<file path="src/rtl/qnigma_pkg.sv">
// Shared TCP definitions: window-scale limits, scale types and the window-tracker FSM states.
package qnigma_pkg;

  // RFC 7323 caps the window-scale shift count at 14.
  localparam int TCP_WND_SCL_MAX = 14;
  // Internal accumulator width: a 16-bit window shifted by 14 needs 30 bits.
  localparam int TCP_WND_ACC_W   = 30;

  // Shift count exactly as received in the WS option.
  typedef logic [3:0] tcp_scl_t;
  // Shift count after clamping; always <= TCP_WND_SCL_MAX.
  typedef logic [3:0] tcp_wnd_scl_t;

  typedef enum logic [1:0] {
    WND_IDLE,
    WND_SHIFT,
    WND_DONE
  } tcp_wnd_fsm_t;

  // Limit a received shift count to the largest value TCP allows.
  function automatic tcp_wnd_scl_t tcp_wnd_scl_clamp(input tcp_scl_t s);
    if (s > tcp_scl_t'(TCP_WND_SCL_MAX)) return tcp_wnd_scl_t'(TCP_WND_SCL_MAX);
    return tcp_wnd_scl_t'(s);
  endfunction

endpackage

</file>
<file path="src/rtl/qnigma_tcp_wnd_shf.sv">
// Shared window shift engine: shifts a raw 16-bit window left by a latched scale and saturates
// the result to WND_W bits. With QNIGMA_TCP_WND_FAST_EN defined the engine is a single-cycle
// barrel shifter that accepts every cycle; otherwise it shifts one bit per cycle.
// fin marks the clock edge at which res must be captured by the caller.
module qnigma_tcp_wnd_shf
  import qnigma_pkg::*;
#(
  parameter int WND_W = 30
) (
  input  logic               clk,
  input  logic               rst,
  input  logic               start,
  input  logic [15:0]        raw,
  input  tcp_wnd_scl_t       scl,
  output logic               rdy,
  output logic               busy,
  output logic               fin,
  output logic [WND_W-1:0]   res
);

  localparam logic [TCP_WND_ACC_W-1:0] WND_MAX =
    TCP_WND_ACC_W'((64'd1 << WND_W) - 64'd1);

  function automatic logic [WND_W-1:0] sat(input logic [TCP_WND_ACC_W-1:0] a);
    if (a > WND_MAX) return '1;
    return a[WND_W-1:0];
  endfunction

`ifdef QNIGMA_TCP_WND_FAST_EN

  logic [TCP_WND_ACC_W-1:0] shf;

  // Whole shift in one cycle; the result is captured at the accept edge.
  always_comb begin
    shf  = TCP_WND_ACC_W'(raw) << scl;
    rdy  = 1'b1;
    busy = 1'b0;
    fin  = start;
    res  = sat(shf);
  end

`else

  tcp_wnd_fsm_t             state_q, state_d;
  logic [TCP_WND_ACC_W-1:0] acc_q, acc_d;
  tcp_wnd_scl_t             ctr_q, ctr_d;
  tcp_wnd_scl_t             lat_q, lat_d;

  // Engine state, accumulator, shift counter and latched scale.
  always_ff @(posedge clk) begin
    if (rst) begin
      state_q <= WND_IDLE;
      acc_q   <= '0;
      ctr_q   <= '0;
      lat_q   <= '0;
    end else begin
      state_q <= state_d;
      acc_q   <= acc_d;
      ctr_q   <= ctr_d;
      lat_q   <= lat_d;
    end
  end

  // One shift per SHIFT cycle; fin fires on the edge that enters DONE so the result is
  // visible together with done. A zero scale needs no shifting and goes straight to DONE.
  always_comb begin
    state_d = state_q;
    acc_d   = acc_q;
    ctr_d   = ctr_q;
    lat_d   = lat_q;
    rdy     = 1'b0;
    busy    = 1'b0;
    fin     = 1'b0;
    unique case (state_q)
      WND_IDLE: begin
        rdy = 1'b1;
        if (start) begin
          acc_d = TCP_WND_ACC_W'(raw);
          ctr_d = '0;
          lat_d = scl;
          if (scl == '0) begin
            fin     = 1'b1;
            state_d = WND_DONE;
          end else begin
            state_d = WND_SHIFT;
          end
        end
      end
      WND_SHIFT: begin
        busy  = 1'b1;
        acc_d = acc_q << 1;
        ctr_d = ctr_q + 4'd1;
        if (ctr_d == lat_q) begin
          fin     = 1'b1;
          state_d = WND_DONE;
        end
      end
      WND_DONE: begin
        state_d = WND_IDLE;
      end
      default: begin
        state_d = WND_IDLE;
      end
    endcase
    res = sat(acc_d);
  end

`endif

endmodule

</file>
<file path="src/rtl/qnigma_tcp_wnd_trk.sv">
// Multi-connection tracker of the remote TCP receive window. Holds per-channel window scale,
// scaled window and valid flag; one shared qnigma_tcp_wnd_shf engine computes all updates.
// QNIGMA_TCP_WND_FAST_EN selects the single-cycle engine (see qnigma_tcp_wnd_shf).
module qnigma_tcp_wnd_trk
  import qnigma_pkg::*;
#(
  parameter  int N_CH  = 4,
  parameter  int WND_W = 30,
  localparam int CH_W  = (N_CH > 1) ? $clog2(N_CH) : 1
) (
  input  logic                       clk,
  input  logic                       rst,
  input  logic                       set_scl,
  input  logic [CH_W-1:0]            set_ch,
  input  logic [3:0]                 scl,
  input  logic                       upd_val,
  output logic                       upd_rdy,
  input  logic [CH_W-1:0]            upd_ch,
  input  logic [15:0]                raw,
  input  logic                       clr,
  input  logic [CH_W-1:0]            clr_ch,
  output logic [N_CH-1:0][WND_W-1:0] wnd,
  output logic [N_CH-1:0]            wnd_ok,
  output logic                       done,
  output logic [CH_W-1:0]            done_ch
);

  if (WND_W < 16 || WND_W > TCP_WND_ACC_W || N_CH < 1) begin : g_param_chk
    $error("qnigma_tcp_wnd_trk: WND_W must be 16..30 and N_CH >= 1");
  end

  tcp_wnd_scl_t [N_CH-1:0]        scl_q, scl_d;
  logic [N_CH-1:0][WND_W-1:0]     wnd_q, wnd_d;
  logic [N_CH-1:0]                ok_q, ok_d;
  logic                           done_q, done_d;
  logic [CH_W-1:0]                done_ch_q, done_ch_d;
  logic [CH_W-1:0]                ch_q, ch_d;
  logic                           kill_q, kill_d;

  logic                           accept;
  logic [CH_W-1:0]                fly_ch;
  logic                           fly_clr;
  tcp_wnd_scl_t                   eff_scl;
  logic                           eng_rdy, eng_busy, eng_fin;
  logic [WND_W-1:0]               eng_res;

  // Per-channel state plus the channel and discard flag of the calculation in flight.
  always_ff @(posedge clk) begin
    if (rst) begin
      scl_q     <= '0;
      wnd_q     <= '0;
      ok_q      <= '0;
      done_q    <= 1'b0;
      done_ch_q <= '0;
      ch_q      <= '0;
      kill_q    <= 1'b0;
    end else begin
      scl_q     <= scl_d;
      wnd_q     <= wnd_d;
      ok_q      <= ok_d;
      done_q    <= done_d;
      done_ch_q <= done_ch_d;
      ch_q      <= ch_d;
      kill_q    <= kill_d;
    end
  end

  // Scale storage (clear beats load) and arbitration; an accept sees this cycle's new scale.
  always_comb begin
    accept  = upd_val & eng_rdy;
    fly_ch  = eng_busy ? ch_q : upd_ch;
    fly_clr = clr && (clr_ch == fly_ch);
    ch_d    = accept ? upd_ch : ch_q;
    if (accept)        kill_d = fly_clr;
    else if (eng_busy) kill_d = kill_q | fly_clr;
    else               kill_d = 1'b0;
    scl_d   = scl_q;
    eff_scl = '0;
    for (int i = 0; i < N_CH; i++) begin
      if (clr && clr_ch == CH_W'(i))              scl_d[i] = '0;
      else if (set_scl && set_ch == CH_W'(i))     scl_d[i] = tcp_wnd_scl_clamp(scl);
    end
    for (int i = 0; i < N_CH; i++) begin
      if (upd_ch == CH_W'(i)) eff_scl = scl_d[i];
    end
  end

  qnigma_tcp_wnd_shf #(.WND_W(WND_W)) u_shf (
    .clk   (clk),
    .rst   (rst),
    .start (accept),
    .raw   (raw),
    .scl   (eff_scl),
    .rdy   (eng_rdy),
    .busy  (eng_busy),
    .fin   (eng_fin),
    .res   (eng_res)
  );

  // Capture the engine result unless its channel was cleared while in flight; a clear wins.
  always_comb begin
    wnd_d = wnd_q;
    ok_d  = ok_q;
    for (int i = 0; i < N_CH; i++) begin
      if (eng_fin && !kill_d && fly_ch == CH_W'(i)) begin
        wnd_d[i] = eng_res;
        ok_d[i]  = 1'b1;
      end
      if (clr && clr_ch == CH_W'(i)) begin
        wnd_d[i] = '0;
        ok_d[i]  = 1'b0;
      end
    end
    done_d    = eng_fin;
    done_ch_d = eng_fin ? fly_ch : done_ch_q;
  end

  assign upd_rdy = eng_rdy;
  assign wnd     = wnd_q;
  assign wnd_ok  = ok_q;
  assign done    = done_q;
  assign done_ch = done_ch_q;

endmodule

</file>
<file path="config.mk">
export PLATFORM = sky130hd
export DESIGN_NAME = qnigma_tcp_wnd_trk
export DESIGN_NICKNAME = d
export VERILOG_FILES = /design/src/rtl/qnigma_pkg.sv /design/src/rtl/qnigma_tcp_wnd_shf.sv /design/src/rtl/qnigma_tcp_wnd_trk.sv
export SDC_FILE = /design/constraint.sdc
export NUM_CORES = 1
export LEC_CHECK = 0
export CORE_MARGIN = 2
export CORE_UTILIZATION = 47
export CTS_CLUSTER_SIZE = 30
export DETAILED_ROUTE_END_ITERATION = 8
export HOLD_SLACK_MARGIN = 0.02
export PLACE_DENSITY = 0.72
export SLEW_MARGIN = 10
export SYNTH_ARGS = -nofsm -noshare
export SYNTH_HDL_FRONTEND = slang
export SYNTH_HIERARCHICAL = 1
export SYNTH_SLANG_ARGS = --single-unit
</file>
<file path="constraint.sdc">
create_clock -name clk -period 7.1 [get_ports clk]
set_input_delay 1.42 -clock clk [delete_from_list [all_inputs] [get_ports clk]]
set_output_delay 1.42 -clock clk [all_outputs]
set_load 0.05 [all_outputs]
</file>
* After elaboration in Yosys (flattened, before gate mapping)
Index checks and enable logic that the tools add are counted.
Operators by class: order comparisons 2, equality and inequality tests 17, muxes and demuxes 46, bitwise operators 2, reductions and logical operators 29, $add $sub $neg 1
Operator list (number):
- 30-bit 2-to-1 mux | 3
- 4-bit 2-to-1 mux | 18
- 30-bit one-hot mux with 2 select lines | 1
- 30-bit > comparator (second input constant) | 1
- 1-bit 2-to-1 mux | 17
- 2-bit equality test (second input constant) | 8
- 1-bit logical AND | 14
- 2-bit by 1-bit equality test with 1-bit output (second input constant) | 5
- 2-bit zero test | 5
- 2-bit 2-to-1 mux | 4
- 4-bit one-hot mux with 2 select lines | 1
- 2-bit OR reduction | 4
- 2-bit AND reduction | 3
- 4-bit by 1-bit adder with 4-bit output (second input constant) | 1
- 4-bit equality test | 1
- 4-bit > comparator (second input constant) | 1
- 4-bit zero test | 1
- 2-bit one-hot mux with 2 select lines | 1
- 2-bit equality test | 1
- 2-bit by 1-bit != test with 1-bit output (second input constant) | 1
- 2-bit != test (second input constant) | 1
- 1-bit one-hot mux with 2 select lines | 1
- 2-bit nonzero test | 1
- 1-bit AND | 1
- other kinds (2) | 2
Word-level totals: bits of input ports 31, output and inout port bits 128, register bits 186

* Logic depth before layout (Yosys ltp)
depth after elaboration 17, gate-level depth with buffers 13

* Hierarchy
Netlist, hierarchy kept.
Modules (own cells, without submodules):
- qnigma_tcp_wnd_trk | area an instance 5616.6 µm², cells an instance 536, sequential area each 2922.8 µm², times used 1
- qnigma_tcp_wnd_shf | area an instance 1820.5 µm², cells an instance 197, sequential area each 800.8 µm², times used 1

* Worst setup path after synthesis
Ideal clock, no wire load.
path kind input to register, start in set_ch[1], end reg wnd_q (netlist bit wnd[37]), path buffers 2, setup time 128 ps, arrival time 4002 ps, setup slack 2971 ps, stages on the path 12, path through nor3b_2 > mux2i_1 > o32ai_1 > o21a_1 > or4_1 > o22ai_1 > clkbuf_1 > nand2_2 > nor3_4 > buf_8 > mux2i_1 > nor2_1
On the way: cells in the longest elaborated chain, start to end 14
RTL lines:
- start: declaration | RTL line qnigma_tcp_wnd_trk.sv:14 | input logic [CH_W-1:0] set_ch,
- 2-bit zero test | RTL line qnigma_tcp_wnd_trk.sv:81 | else if (set_scl && set_ch == CH_W'(i)) scl_d[i] = tcp_wnd_scl_clamp(scl);
- 1-bit logical AND | RTL line qnigma_tcp_wnd_trk.sv:81
- 4-bit 2-to-1 mux | RTL line qnigma_tcp_wnd_trk.sv:81
- 4-bit 2-to-1 mux | RTL line qnigma_tcp_wnd_trk.sv:80 | if (clr && clr_ch == CH_W'(i)) scl_d[i] = '0;
- 4-bit 2-to-1 mux (3 in a row) | RTL line qnigma_tcp_wnd_trk.sv:84 | if (upd_ch == CH_W'(i)) eff_scl = scl_d[i];
- 4-bit 2-to-1 mux * | RTL line qnigma_tcp_wnd_trk.sv:84
- via eff_scl[0] | RTL line qnigma_tcp_wnd_trk.sv:43 | tcp_wnd_scl_t eff_scl;
- 4-bit zero test * | RTL line qnigma_tcp_wnd_shf.sv:81 | if (scl == '0) begin
- 1-bit 2-to-1 mux * | RTL line qnigma_tcp_wnd_shf.sv:81
- 1-bit 2-to-1 mux * | RTL line qnigma_tcp_wnd_shf.sv:77 | if (start) begin
- 1-bit one-hot mux with 2 select lines * | RTL line qnigma_tcp_wnd_shf.sv:74 | unique case (state_q)
- via done_d | RTL line qnigma_tcp_wnd_trk.sv:35 | logic done_q, done_d;
- 1-bit logical AND * (2 in a row) | RTL line qnigma_tcp_wnd_trk.sv:105 | if (eng_fin && !kill_d && fly_ch == CH_W'(i)) begin
- end signal: assignment | RTL line qnigma_tcp_wnd_trk.sv:59 | wnd_q <= wnd_d;
- end: declaration | RTL line qnigma_tcp_wnd_trk.sv:33 | logic [N_CH-1:0][WND_W-1:0] wnd_q, wnd_d;
The timed path passes the listed nets; every way through them passes the cells marked *. A chain may end at the register's enable or synchronous reset.

* Worst setup path in the final report
start in set_scl, end reg wnd_q (netlist bit wnd[87])
On the way: cells in the longest elaborated chain, start to end 13
RTL lines:
- start: declaration | RTL line qnigma_tcp_wnd_trk.sv:13 | input logic set_scl,
- 1-bit logical AND | RTL line qnigma_tcp_wnd_trk.sv:81
- 4-bit 2-to-1 mux | RTL line qnigma_tcp_wnd_trk.sv:81
- 4-bit 2-to-1 mux | RTL line qnigma_tcp_wnd_trk.sv:80
- 4-bit 2-to-1 mux (3 in a row) | RTL line qnigma_tcp_wnd_trk.sv:84
- 4-bit 2-to-1 mux * | RTL line qnigma_tcp_wnd_trk.sv:84
- via eff_scl[0] | RTL line qnigma_tcp_wnd_trk.sv:43
- 4-bit zero test * | RTL line qnigma_tcp_wnd_shf.sv:81
- 1-bit 2-to-1 mux * | RTL line qnigma_tcp_wnd_shf.sv:81
- 1-bit 2-to-1 mux * | RTL line qnigma_tcp_wnd_shf.sv:77
- 1-bit one-hot mux with 2 select lines * | RTL line qnigma_tcp_wnd_shf.sv:74
- via done_d | RTL line qnigma_tcp_wnd_trk.sv:35
- 1-bit logical AND * (2 in a row) | RTL line qnigma_tcp_wnd_trk.sv:105
Marked as above.

==> metrics.txt <==
Antenna Nets Post-Route=0; Max FO, Critical Path=31; top-area cell type share of the netlist area=50.1%; Hold Buf Count CTS=0; synthesized net count=765; P_leak=~3.4 nW; fillers=1242; register area share after synthesis=between 50 and 60%; fmax=between 0.15 and 0.2 GHz; Syn-to-layout area delta=29.3%; die area=between 15000 and 20000 um2; DP HPWL=12.7 mm; flop-to-flop setup slack=around 2900 ps; Logic pwr share=15.7%; io pins=between 150 and 200; cell area after synthesis=around 7400 um2; Port Buffers=between 150 and 200; buffer count from post-CTS setup fixing=0; asr flop ratio synth=0%; post-route setup TNS=0 ps; outcome=finished, final reports clean; HP Start=wnd_ok[3]$_SDFFE_PP0P_; core box area=between 15000 and 20000 um2; chip height=roughly 130 um; internal power component=0.00180 W; minimum clock period=approximately 5400 ps; Yosys reg bits=~190; Rows=45; CTS tree=built; largest net degree at the start of global routing=52; first-pass GRT wire length=approximately 30 mm; MaxCap Viol Count=0; Total Wirelength=just under 20 mm; cts bufs inserted=17; kind of cell adding the most delay to the critical path=simple AND/OR/NAND/NOR gates; switching power=between 0.0006 and 0.0007 W; CP most frequent cell=mux2i_1; biggest cell delay along the critical path=just over 1000 ps; RSZ-0062 raised after global routing=false; Crit Path Class=in -> reg; Worst-Margin Slew=1280 ps; fin util=between 60 and 70%; 1st-iter DRT viols=between 300 and 400; Final Hold Vio Count=0; Clock Latency Late Sink=430 ps; DRC viols=0; Register-to-Register Path Depth=11; Max IR drop VDD=around 0.17 mV; switching share of power=between 20% and 30%; CP max stage cell=nor2_4; slew margin rel.=between 10% and 20%; Final period util=76.4%; Worst Skew=just under 7 ps; WP buf/inv=1; vias in the first global route=5701; CP endpoint kind=flop; reg-to-reg endpoint=wnd[87]$_SDFFE_PP0P_; Main synth FF type=dfxtp_1; Mapped Avg Cell Area=between 10 and 15 um2; H-tree depth=4; multi-input combinational cell area=~3400 um2; root cell of the clock tree=clkbuf_16; clock tree buffer depth=2; post-synthesis cell type count=between 50 and 60; Crit path depth=11; CP cell instances=clkdlybuf4s50_1 > nor3b_2 > mux2i_1 > o32ai_1 > o21a_1 > or4_1 > o22ai_1 > o21ai_1 > nor2_4 > mux2i_1 > nor2_1; sequential power share=about 45%; synth warn=6; CP Launch Type=input port; vias per cell=5.25; antenna violations before repair=0; GR Util All Layers=a little under a quarter; Hold Crit Depth=2; GR Overflow Total=0; fin area=9620 um2; Resized cells post-CTS=0; clock slew at reported path FFs=about 60 ps; drt wl/cell=17.7 um; Hold Path Class=reg -> reg; Placer Congestion=roughly 0.85; fin nets=about 900; Post-DP Area=9010 um2; data arrival time of the worst path=approximately 5700 ps; P per Cell Area=254 nW/um2; WP data required=roughly 7400 ps; die width=between 100 and 150 um; R2R Path Start=u_shf/state_q[1]$_SDFFE_PP0P_; Synth Instances=roughly 730; drt first pass iters=5; largest cells by area after synthesis=dfxtp_1 50%, mux2i_1 19%, nor2_1 8.0%; hold-critical path endpoint=wnd_ok[3]$_SDFFE_PP0P_; Slew Viols, Final=0; initial core utilization=roughly 49%; layout cells sized above 1=under 10%; register area=approximately 3700 um2; Synth area leader=dfxtp_1; EDFF count, synth=0; clock sink total=around 190; n_diodes=0; Vias=5708; Setup Viol. Count Final=0; Clock power frac=around two fifths
[power by group through the flow]
stage | Clock, W | Sequential [W] | Combinational (W)
after CTS | 0.000980 | 0.00109 | 0.000385
after floorplan | 0 | 0.00115 | 0.000252
after detailed placement | 0 | 0.00112 | 0.000383
after global placement | 0 | 0.00112 | 0.000373
after global routing | 0.00102 | 0.00110 | 0.000415
final | 0.000965 | 0.00109 | 0.000385
[flip-flops by register name (all words and copies together) (netlist names)]
name	cells
kill_q	1
wnd_ok	4
u_shf/acc_q	30
done_ch	2
wnd	120
u_shf/state_q	2
u_shf/ctr_q	4
u_shf/lat_q	4
done	1
scl_q	16
ch_q	2
[worst register-to-register path: stages, from the launching register on]
cell     delay (ps)
dfxtp_1         300
buf_4           230
nor2_1          380
nand2_1         210
inv_1           280
nor3b_4         480
inv_1            80
o22ai_1         500
o21ai_1         220
nor2_4         1020
mux2i_1         320
nor2_1           60
[cells in the mapped netlist (3+ instances only)]
cell type / count
nand3b_1: 4
buf_6: 12
o21ai_1: 9
buf_2: 11
and2b_1: 9
a22o_1: 14
nor2_1: 159
inv_1: 4
nand2_1: 32
xnor2_1: 4
mux2i_1: 141
buf_8: 3
a211oi_1: 3
clkbuf_1: 22
a22oi_1: 16
o22ai_1: 3
o21ai_0: 3
nand3_1: 7
a21oi_1: 11
o21ai_2: 9
dfxtp_1: 186
nor2b_1: 26
xor2_1: 4
nand2b_1: 3
[worst max path at each step]
stage	startpoint	end	slack (ps)
floorplan	set_ch[1]	wnd[37]$_SDFFE_PP0P_	2970
global placement	set_scl	wnd[89]$_SDFFE_PP0P_	1440
detailed placement	set_scl	wnd[85]$_SDFFE_PP0P_	1260
CTS	set_scl	wnd[87]$_SDFFE_PP0P_	1690
global route	set_scl	wnd[67]$_SDFFE_PP0P_	1330
finish	set_scl	wnd[87]$_SDFFE_PP0P_	1670
[metrics by stage]
stage | total power, W | hold slack [ps] | setup slack [ps] | std cells
global route | 0.00254 | 519 | 1330 | 1087
floorplan | 0.00140 | 470 | 2970 | 733
CTS | 0.00246 | 486 | 1690 | 1087
global placement | 0.00149 | 455 | 1440 | 1057
detailed placement | 0.00150 | 464 | 1260 | 1057
finish | 0.00244 | 489 | 1670 | 1087
[layout by cell type, fill, tap and decap left out, types with 7 or more instances in the layout]
cell type        instances
nor2b_1                 24
o21ai_2                  9
nand2_1                 32
a22oi_1                 16
clkbuf_16               17
a21oi_1                 11
nand3_1                  7
and2b_1                  9
o21ai_1                  9
dfxtp_1                186
mux2i_1                141
nor2_1                 159
a22o_1                  14
clkdlybuf4s50_1        157
[routing by layer]
| layer | GRT usage (%) | routed length [um] | up-vias |
|---|---|---|---|
| li1 | - | - | 2757 |
| met1 | 28.9 | 8600 | 2781 |
| met2 | 38.9 | 9380 | 146 |
| met3 | 6.60 | 994 | 24 |
| met4 | 7.15 | 290 | 0 |
| met5 | 0 | 0 | - |
[cell families (layout without fill, tap and decap cells)]
| kind of cell | after synthesis | after routing | share of synthesized area (%) |
|---|---|---|---|
| buffers and inverters | 54 | 197 | 4.68 |
| DFF | 186 | 186 | 50.1 |
| and+or+nand+nor | 257 | 257 | 16.2 |
| adders and majority gates | 1 | 1 | 0.168 |
| muxes | 143 | 143 | 19.6 |
| AOI/OAI and AO/OA | 84 | 84 | 8.41 |
| xor gates and xnor gates | 8 | 8 | 0.942 |
[layout make-up]
cell class              instances  share of cell area, %
flip-flops and latches        186                   38.7
repair buffers                163                   16.9
inverters                       4                  0.156
multi-input cells             493                   35.2
clock buffers                  23                   5.07
well taps                     211                   2.74
clock inverters                 7                   1.20
Power figures use the tool's default switching activity.
